<file path="src/rtl/fft_frame_feeder_if.sv">
// Stream bundle between the recorder playback, the frame feeder and the xfft_1 input.
// The master side is the feeder: it consumes samples and drives the AXI-Stream words.
interface fft_frame_feeder_if #(
  parameter int SAMPLE_W = 8
);
  logic signed [SAMPLE_W-1:0] sample_in;
  logic                       sample_valid_in;
  logic                       sample_ready_out;
  logic [31:0]                m_axis_tdata;
  logic                       m_axis_tvalid;
  logic                       m_axis_tready;
  logic                       m_axis_tlast;

  modport master (
    input  sample_in, sample_valid_in, m_axis_tready,
    output sample_ready_out, m_axis_tdata, m_axis_tvalid, m_axis_tlast
  );

  modport slave (
    output sample_in, sample_valid_in, m_axis_tready,
    input  sample_ready_out, m_axis_tdata, m_axis_tvalid, m_axis_tlast
  );
endinterface

</file>
<file path="src/rtl/fft_frame_feeder.sv">
// Slices a recording of known length into FFT frames of FRAME_LEN complex words,
// zero-padding the final partial frame, and reports frame progress.
//
// state  | meaning
// IDLE   | waiting for start_in; samples are dropped
// STREAM | moving samples through the elastic FIFO into the FFT
// PAD    | emitting zero words until the partial frame's tlast
// DONE   | one cycle with busy_out low, then back to IDLE
module fft_frame_feeder #(
  parameter int FRAME_LEN  = 1024,
  parameter int SAMPLE_W   = 8,
  parameter int FIFO_DEPTH = 16
) (
  input  logic        clk_in,
  input  logic        rst_in,
  input  logic        start_in,
  input  logic [31:0] total_samples_in,
  fft_frame_feeder_if.master bus,
  output logic        frame_done_out,
  output logic [15:0] frame_count_out,
  output logic        busy_out
);
  localparam int PW = $clog2(FRAME_LEN);
  localparam int AW = $clog2(FIFO_DEPTH);

  typedef enum logic [1:0] {IDLE, STREAM, PAD, DONE} state_t;

  state_t state, state_nxt;

  logic [SAMPLE_W-1:0] mem [FIFO_DEPTH];
  logic [AW:0]         wr_ptr, rd_ptr, fill;
  logic                fifo_empty, fifo_full;
  logic [31:0]         len, in_cnt;
  logic [PW-1:0]       pos;
  logic                last_pos, push, pop, out_hs, last_hs, start_ok;
  logic [15:0]         re_part;

  // Pointers carry one extra bit so full and empty are distinguishable.
  assign fill       = wr_ptr - rd_ptr;
  assign fifo_empty = (fill == '0);
  assign fifo_full  = (fill == (AW+1)'(FIFO_DEPTH));
  assign last_pos   = (pos == PW'(FRAME_LEN - 1));
  assign start_ok   = (state == IDLE) && start_in;

  // Sample goes in the top bits of the real part; no sign extension upward.
  assign re_part = 16'(bus.sample_in) & 16'h0000 | {mem[rd_ptr[AW-1:0]], {(16-SAMPLE_W){1'b0}}};

  assign push    = bus.sample_valid_in && bus.sample_ready_out;
  assign out_hs  = bus.m_axis_tvalid && bus.m_axis_tready;
  assign last_hs = out_hs && bus.m_axis_tlast;
  assign pop     = out_hs && (state == STREAM);

  // State register.
  always_ff @(posedge clk_in or posedge rst_in) begin
    if (rst_in) state <= IDLE;
    else        state <= state_nxt;
  end

  // Next-state and handshake/output decode.
  always_comb begin
    state_nxt            = state;
    bus.sample_ready_out = 1'b0;
    bus.m_axis_tvalid    = 1'b0;
    bus.m_axis_tdata     = 32'h0;
    bus.m_axis_tlast     = 1'b0;
    busy_out             = 1'b0;
    case (state)
      IDLE: begin
        if (start_in) state_nxt = (total_samples_in == 32'd0) ? DONE : STREAM;
      end
      STREAM: begin
        busy_out = 1'b1;
        // A pop in the same cycle frees a slot, so a full FIFO still accepts when tready is high.
        bus.sample_ready_out = (!fifo_full || bus.m_axis_tready) && (in_cnt < len);
        bus.m_axis_tvalid    = !fifo_empty;
        bus.m_axis_tlast     = !fifo_empty && last_pos;
        if (!fifo_empty) bus.m_axis_tdata = {16'h0000, re_part};
        if ((in_cnt == len) && fifo_empty) state_nxt = (pos == '0) ? DONE : PAD;
      end
      PAD: begin
        busy_out          = 1'b1;
        bus.m_axis_tvalid = 1'b1;
        bus.m_axis_tlast  = last_pos;
        if (bus.m_axis_tready && last_pos) state_nxt = DONE;
      end
      DONE: state_nxt = IDLE;
      default: state_nxt = IDLE;
    endcase
  end

  // FIFO storage; contents need no reset because the pointers define validity.
  always_ff @(posedge clk_in) begin
    if (push) mem[wr_ptr[AW-1:0]] <= bus.sample_in;
  end

  // Pointers, session counters, frame position and progress reporting.
  always_ff @(posedge clk_in or posedge rst_in) begin
    if (rst_in) begin
      wr_ptr          <= '0;
      rd_ptr          <= '0;
      len             <= 32'd0;
      in_cnt          <= 32'd0;
      pos             <= '0;
      frame_count_out <= 16'h0;
      frame_done_out  <= 1'b0;
    end else begin
      frame_done_out <= last_hs;
      if (start_ok) begin
        len             <= total_samples_in;
        in_cnt          <= 32'd0;
        pos             <= '0;
        frame_count_out <= 16'h0;
        wr_ptr          <= '0;
        rd_ptr          <= '0;
      end else begin
        if (push) begin
          wr_ptr <= wr_ptr + (AW+1)'(1);
          in_cnt <= in_cnt + 32'd1;
        end
        if (pop) rd_ptr <= rd_ptr + (AW+1)'(1);
        if (out_hs) pos <= last_pos ? '0 : pos + PW'(1);
        if (last_hs && (frame_count_out != 16'hFFFF)) frame_count_out <= frame_count_out + 16'd1;
      end
    end
  end
endmodule

</file>
<file path="src/flat_wrapper.sv">
// flat-port wrapper written by rule: the top's interface ports become plain ports
module fft_frame_feeder_flat 
#(
  parameter int FRAME_LEN  = 1024,
  parameter int SAMPLE_W   = 8,
  parameter int FIFO_DEPTH = 16
)
  (clk_in, rst_in, start_in, total_samples_in, frame_done_out, frame_count_out, busy_out, bus_sample_in, bus_sample_valid_in, bus_m_axis_tready, bus_sample_ready_out, bus_m_axis_tdata, bus_m_axis_tvalid, bus_m_axis_tlast);
  fft_frame_feeder_if #(.SAMPLE_W(SAMPLE_W)) bus_i ();
  input  logic clk_in;
  input  logic rst_in;
  input  logic start_in;
  input  logic [31:0] total_samples_in;
  output logic frame_done_out;
  output logic [15:0] frame_count_out;
  output logic busy_out;
  input wire logic [$bits(bus_i.sample_in)-1:0] bus_sample_in;
  input wire logic [$bits(bus_i.sample_valid_in)-1:0] bus_sample_valid_in;
  input wire logic [$bits(bus_i.m_axis_tready)-1:0] bus_m_axis_tready;
  output wire logic [$bits(bus_i.sample_ready_out)-1:0] bus_sample_ready_out;
  output wire logic [$bits(bus_i.m_axis_tdata)-1:0] bus_m_axis_tdata;
  output wire logic [$bits(bus_i.m_axis_tvalid)-1:0] bus_m_axis_tvalid;
  output wire logic [$bits(bus_i.m_axis_tlast)-1:0] bus_m_axis_tlast;
  assign bus_i.sample_in = bus_sample_in;
  assign bus_i.sample_valid_in = bus_sample_valid_in;
  assign bus_i.m_axis_tready = bus_m_axis_tready;
  assign bus_sample_ready_out = bus_i.sample_ready_out;
  assign bus_m_axis_tdata = bus_i.m_axis_tdata;
  assign bus_m_axis_tvalid = bus_i.m_axis_tvalid;
  assign bus_m_axis_tlast = bus_i.m_axis_tlast;
  fft_frame_feeder #(.FRAME_LEN(FRAME_LEN), .SAMPLE_W(SAMPLE_W), .FIFO_DEPTH(FIFO_DEPTH)) u_core (.clk_in(clk_in), .rst_in(rst_in), .start_in(start_in), .total_samples_in(total_samples_in), .bus(bus_i), .frame_done_out(frame_done_out), .frame_count_out(frame_count_out), .busy_out(busy_out));
endmodule
</file>
<file path="config.mk">
export PLATFORM = sky130hd
export DESIGN_NAME = fft_frame_feeder_flat
export DESIGN_NICKNAME = d
export VERILOG_FILES = /design/src/rtl/fft_frame_feeder_if.sv /design/src/rtl/fft_frame_feeder.sv /design/src/flat_wrapper.sv
export SDC_FILE = /design/constraint.sdc
export NUM_CORES = 1
export LEC_CHECK = 0
export BUFFER_PORTS_ARGS = -buffer_cell sky130_fd_sc_hd__buf_2
export CAP_MARGIN = 15
export CORE_ASPECT_RATIO = 0.75
export CORE_MARGIN = 8
export CORE_UTILIZATION = 60
export DETAILED_ROUTE_END_ITERATION = 12
export GPL_ROUTABILITY_DRIVEN = 0
export PLACE_DENSITY = 0.89
export SLEW_MARGIN = 20
export SYNTH_ARGS = -nofsm -noshare
export SYNTH_HDL_FRONTEND = slang
export SYNTH_SLANG_ARGS = --single-unit
</file>
<file path="constraint.sdc">
create_clock -name clk_in -period 5 [get_ports clk_in]
set_input_delay 1 -clock clk_in [delete_from_list [all_inputs] [get_ports clk_in]]
set_output_delay 1 -clock clk_in [all_outputs]
set_load 0.02 [all_outputs]
</file>
# After elaboration in Yosys (flattened, before gate mapping)
# Memories as Yosys holds them, arrays and structs flattened.
# Cells that the tools add are included.
[word_totals]
register_bits = 103
latchBits = 0
mem_bits_rw = 128
rom_bits = 0
in_bits = 45
output_inout_bits = 53
word_cells = 74
n_memories = 1
[mem_list]
columns = ["memory", "words", "word_bits", "read_ports", "rd_ports_with_merged_regs", "write_ports", "line_no", "source"]
rows = [
  ["u_core.mem", 16, 8, 1, 0, 1, "fft_frame_feeder.sv:30", "logic [SAMPLE_W-1:0] mem [FIFO_DEPTH];"],
]
[classes]
add_sub_neg = 6
multipliers = 0
n_div = 0
n_lt_le_gt_ge = 1
n_eq_ne = 10
shift = 0
n_mux = 25
bitwise = 0
reduce_logical = 23
[ops]
columns = ["op", "n"]
rows = [
  ["$mux 32", 3],
  ["$mux 16", 3],
  ["$add 32x1->32 const B", 1],
  ["$eq 32x32->1", 1],
  ["$logic_not 32->1", 1],
  ["$lt 32x32->1", 1],
  ["$mux 10", 3],
  ["$mux 5", 4],
  ["$add 16x1->16 const B", 1],
  ["$ne 16x16->1 const B", 1],
  ["$add 10x1->10 const B", 1],
  ["$add 5x1->5 const B", 2],
  ["$eq 10x10->1 const B", 1],
  ["$logic_and 1x1->1", 10],
  ["$logic_not 10->1", 1],
  ["$mux 2", 4],
  ["$pmux 2 s4", 1],
  ["$reduce_bool 2->1", 4],
  ["$eq 5x5->1 const B", 1],
  ["$logic_not 5->1", 1],
  ["$mux 1", 5],
  ["$sub 5x5->5", 1],
  ["$eq 2x2->1 const B", 2],
  ["$ne 2x2->1 const B", 2],
  ["other kinds (8)", 10],
]

# Logic depth before layout (Yosys ltp)
[logic_depth]
depth_word = 9
ltp_mapped = 12
depth_no_buf = 9

# Worst setup path after synthesis
# OpenSTA, ideal clock, no wires.
[synth_path]
path_type = "reg2reg"
from = "register u_core.rd_ptr[1]"
to = "memory u_core.mem[0][0], enable pin"
setup_ps = 383
t_arrival_ps = 3254
required_time_ps = 4617
slack_ps = 1362
stages_incl_launch_ff = 13
n_path_buf = 3
period_less_slack_ps = 3638
cell_sequence = "dfrtp_1 > clkbuf_1 > buf_1 > inv_1 > ha_1 > a21oi_1 > a211o_1 > a2111oi_0 > nand4b_1 > buf_2 > nor2_2 > nand2_1 > nor3_1"
[synth_between]
elab_chain_len = 9
[synth_lines]
columns = ["item", "line_no", "source"]
rows = [
  ["start, declared", "fft_frame_feeder.sv:31", "logic [AW:0] wr_ptr, rd_ptr, fill;"],
  ["start signal, assigned", "fft_frame_feeder.sv:120", "if (pop) rd_ptr <= rd_ptr + (AW+1)'(1);"],
  ["$sub 5x5->5", "fft_frame_feeder.sv:39", "assign fill = wr_ptr - rd_ptr;"],
  ["$eq 5x5->1", "fft_frame_feeder.sv:41", "assign fifo_full = (fill == (AW+1)'(FIFO_DEPTH));"],
  ["$logic_not 1->1", "fft_frame_feeder.sv:74", "bus.sample_ready_out = (!fifo_full || bus.m_axis_tready) && (in_cnt < len);"],
  ["$logic_or 1x1->1", "fft_frame_feeder.sv:74", ""],
  ["$logic_and 1x1->1", "fft_frame_feeder.sv:74", ""],
  ["$mux 1", "fft_frame_feeder.sv:67", "case (state)"],
  ["$logic_and 1x1->1", "fft_frame_feeder.sv:48", "assign push = bus.sample_valid_in && bus.sample_ready_out;"],
  ["$mux 1", "fft_frame_feeder.sv:93", "if (push) mem[wr_ptr[AW-1:0]] <= bus.sample_in;"],
  ["$mux 1 (not written as such)", "fft_frame_feeder.sv:93", ""],
  ["end, declared", "fft_frame_feeder.sv:30", ""],
]
# Every way passes these cells.

# Worst setup path in the final report
[layout_path]
from = "register u_core.rd_ptr[2]"
to = "output bus_sample_ready_out"
[layout_between]
elab_chain_len = 6
[layout_lines]
columns = ["item", "line_no", "source"]
rows = [
  ["$sub 5x5->5", "fft_frame_feeder.sv:39", ""],
  ["$eq 5x5->1", "fft_frame_feeder.sv:41", ""],
  ["$logic_not 1->1", "fft_frame_feeder.sv:74", ""],
  ["$logic_or 1x1->1", "fft_frame_feeder.sv:74", ""],
  ["$logic_and 1x1->1", "fft_frame_feeder.sv:74", ""],
  ["$mux 1", "fft_frame_feeder.sv:67", ""],
  ["end, declared", "flat_wrapper.sv:20", "output wire logic [$bits(bus_i.sample_ready_out)-1:0] bus_sample_ready_out;"],
]
# Every way passes these cells.

==> results by group <==
Placed design
  • Inst Count DP: 1,208
  • Post-Place Setup Slack: 1.19 ns
  • Hpwl dp: 16,800 um
  • Port bufs: 73

CTS
  • Clk_lat worst skew: approximately 0.5 ns
  • CTS Hold Bufs: 0
  • CTS root buf: clkbuf_16
  • Number of buffers added for setup after CTS: 0
  • CTS Sinks: 231
  • CTS Buffer Depth: 3
  • PostCTS Resize Cnt: 0
  • Worst-path clk slew: 0.07 ns
  • CTS tree: done
  • Htree depth: 1
  • Number of CTS-inserted buffers: 22

Worst hold path
  • Worst hold path class: flop to flop

Synthesis
  • List of most frequent post-synthesis cells: 128 x edfxtp_1, 103 x dfrtp_1, 86 x nand2_1
  • Count leader, synth: edfxtp_1
  • Mapped Area: approximately 11,000 um2
  • Synth top area share: 34.3%
  • Average size of a mapped cell: approximately 12 um2
  • Post-synthesis sequential area ratio: 57.4%
  • Yosys warns: 0
  • Distinct cells, synth: 60
  • Top_reg_cell synth: edfxtp_1
  • Number of enable flip-flop cells after synthesis: about 130
  • Largest area contributor in the netlist: edfxtp_1
  • FFs w/ async S/R, synth: 44.6%
  • Yosys reg bits: about 230
  • Synth Instances: 915
  • Area contributors post-synth: edfxtp_1 34%, dfrtp_1 23%, mux4_2 8.0%

Run status
  • Status: finished clean

Floorplan
  • Die height: 134 um
  • IO Pins: 98
  • Die area: ~23,000 um2
  • # rows: 43
  • Die X: 174 um
  • Initial Utilization: 60.8%
  • Core region area: 18,400 um2

STA
  • Final hold vios: 0
  • Final setup TNS: 0 ns
  • Max_slew headroom: 32.9%
  • Slew Limit Fails: 0
  • Least-Margin Pin Slew: around 1.0 ns
  • Max Clk Rate: 224 MHz
  • Endpoints failing setup: 0
  • Unrepaired setup endpoints after global routing: false
  • Min Tclk post-route: around 4.5 ns
  • Final worst path period share: 89.2%
  • Fin worst setup slack: 0.538 ns
  • Clock skew: 0.0114 ns

Setup path
  • Cells along the critical path: inv_1 > ha_1 > a21oi_1 > a211o_1 > a2111oi_0 > nor3_1 > buf_2
  • WP buf/inv: 2
  • Peak fanout along the critical path: 11
  • CP delay by family, top: compound AO/OA/AOI/OAI gates
  • Critical Path Sink Type: output pin
  • Worst path max stage delay: 0.75 ns
  • CP required: approximately 4 ns
  • Worst path slowest cell: a2111oi_0
  • Setup CP Type: flop to output pin
  • CP Launch Type: flop
  • CP Data Arrival Time: 3.46 ns

GRT
  • Pin count of the biggest net entering global routing: 95
  • Total track usage: 21.9%
  • Antenna violations before repair: 1
  • Vias in the first global route: 7,507
  • Grt total ovfl: 0
  • First-pass GRT wire length: between 40,000 and 50,000 um

Cells and area
  • Area growth syn-to-layout: 11.0%
  • Register Area: 6420 um2
  • N_diodes: 0
  • Share of cells above drive strength 1: 17.0%
  • Multi-input gate area: roughly 4400 um2
  • Cell Count, Final, Fillers Out: 1,247
  • Fin nets: 1,079
  • Fill cell count: 1,238
  • Post-Route Utilization: between 60% and 70%

Route
  • Post-Route WL: roughly 26,000 um
  • Drt drc: 0
  • Vias: 7,665
  • DR pass1 iterations: 6
  • Via density: 6.15
  • Mean routed wirelength per cell: around 21 um
  • Antenna Nets Post-Route: 0
  • DRT iter0 DRCs: approximately 1,000

Power
  • Max VDD drop: 0.248 mV
  • Leak: 0.00500 uW
  • PwrDens: about 440 nW/um2

Run
  • Max Cap Viol: 0
## placed cells by master (no fill, tap or decap), drive strengths merged, types with 10 or more instances in the layout
| master | count |
|---|---|
| a21oi | 31 |
| and3 | 17 |
| buf | 84 |
| clkbuf | 27 |
| conb | 24 |
| dfrtp | 103 |
| edfxtp | 128 |
| ha | 49 |
| inv | 48 |
| mux4 | 40 |
| nand2 | 86 |
| nand2b | 10 |
| nand3 | 34 |
| nand4 | 28 |
| nor2 | 65 |
| nor2b | 11 |
| nor3 | 27 |
| nor4 | 14 |
| o21ai | 50 |
| or3 | 10 |
| xnor2 | 28 |
| xor2 | 16 |
## sequential cells by signal (all words and copies together) (netlist names)
register                cells
u_core.in_cnt              32
u_core.wr_ptr               5
u_core.pos                 10
u_core.state                2
u_core.rd_ptr               5
u_core.frame_done_out       1
u_core.mem                128
u_core.len                 32
u_core.frame_count_out     16
## path summary, 6_finish.rpt
path | startpoint | to | slack, ns | depth (start not counted)
setup / recovery | u_core.rd_ptr[2] | bus_sample_ready_out | 0.54 | 7
hold / removal | u_core.len[0] | u_core.len[0] | 0.52 | 2
setup reg to reg | u_core.rd_ptr[2] | u_core.mem[9][3] | 1.03 | 9
hold reg to reg | u_core.len[0] | u_core.len[0] | 0.52 | 2
max in group asynchronous | rst_in | u_core.in_cnt[7] | 3.55 | 3
min in group asynchronous | rst_in | u_core.frame_count_out[0] | 0.61 | 2
## tightest hold or removal path, delay by kind of cell (launching register included)
family / cells / cell delay [ns]
and+or+nand+nor: 2 / 0.13
DFF: 1 / 0.35
## power by group
part,internal (uW),switching (uW)
sequential,2210,98.4
combinational,540,950
clock,943,695
total,3700,1740
## through the flow
| stage | hold WS (ns) | total power (uW) | area [um2] |
|---|---|---|---|
| 3_3_place_gp | 0.474 | 3700 | 11700 |
| 2_1_floorplan | 0.450 | 3390 | 11300 |
| 4_1_cts | 0.517 | 5440 | 12400 |
| 3_5_place_dp | 0.497 | 3790 | 11700 |
| 5_1_grt | 0.542 | 5700 | 12400 |
| 6_report | 0.516 | 5440 | 12400 |
## final cells by class
cell class | count | share of cell area (%)
well taps | 247 | 2.49
flip-flops and latches | 231 | 51.7
repair buffers | 84 | 3.60
multi-input cells | 598 | 35.1
clock inverters | 12 | 0.906
clock buffers | 27 | 4.75
inverters | 48 | 1.49
## kinds of logic after synthesis
group	share of synthesized area, %
AND/OR/NAND/NOR	14.6
flip-flops	57.4
XOR/XNOR	3.64
AO/OA/AOI/OAI	5.77
buffers and inverters	4.58
adder cells (fa/ha/maj)	5.48
multiplexers	8.58
other	0.0335
## metal layers
layer  vias to the layer above  global-route usage [%]  wire length [um]
met5                         -                       0                11
met4                         2                    8.48               940
met3                        70                    5.05              2030
met2                       376                    33.4             11700
met1                      3784                    30.3             10900
li1                       3433                       -                 -
Power figures use the tool's default switching activity.
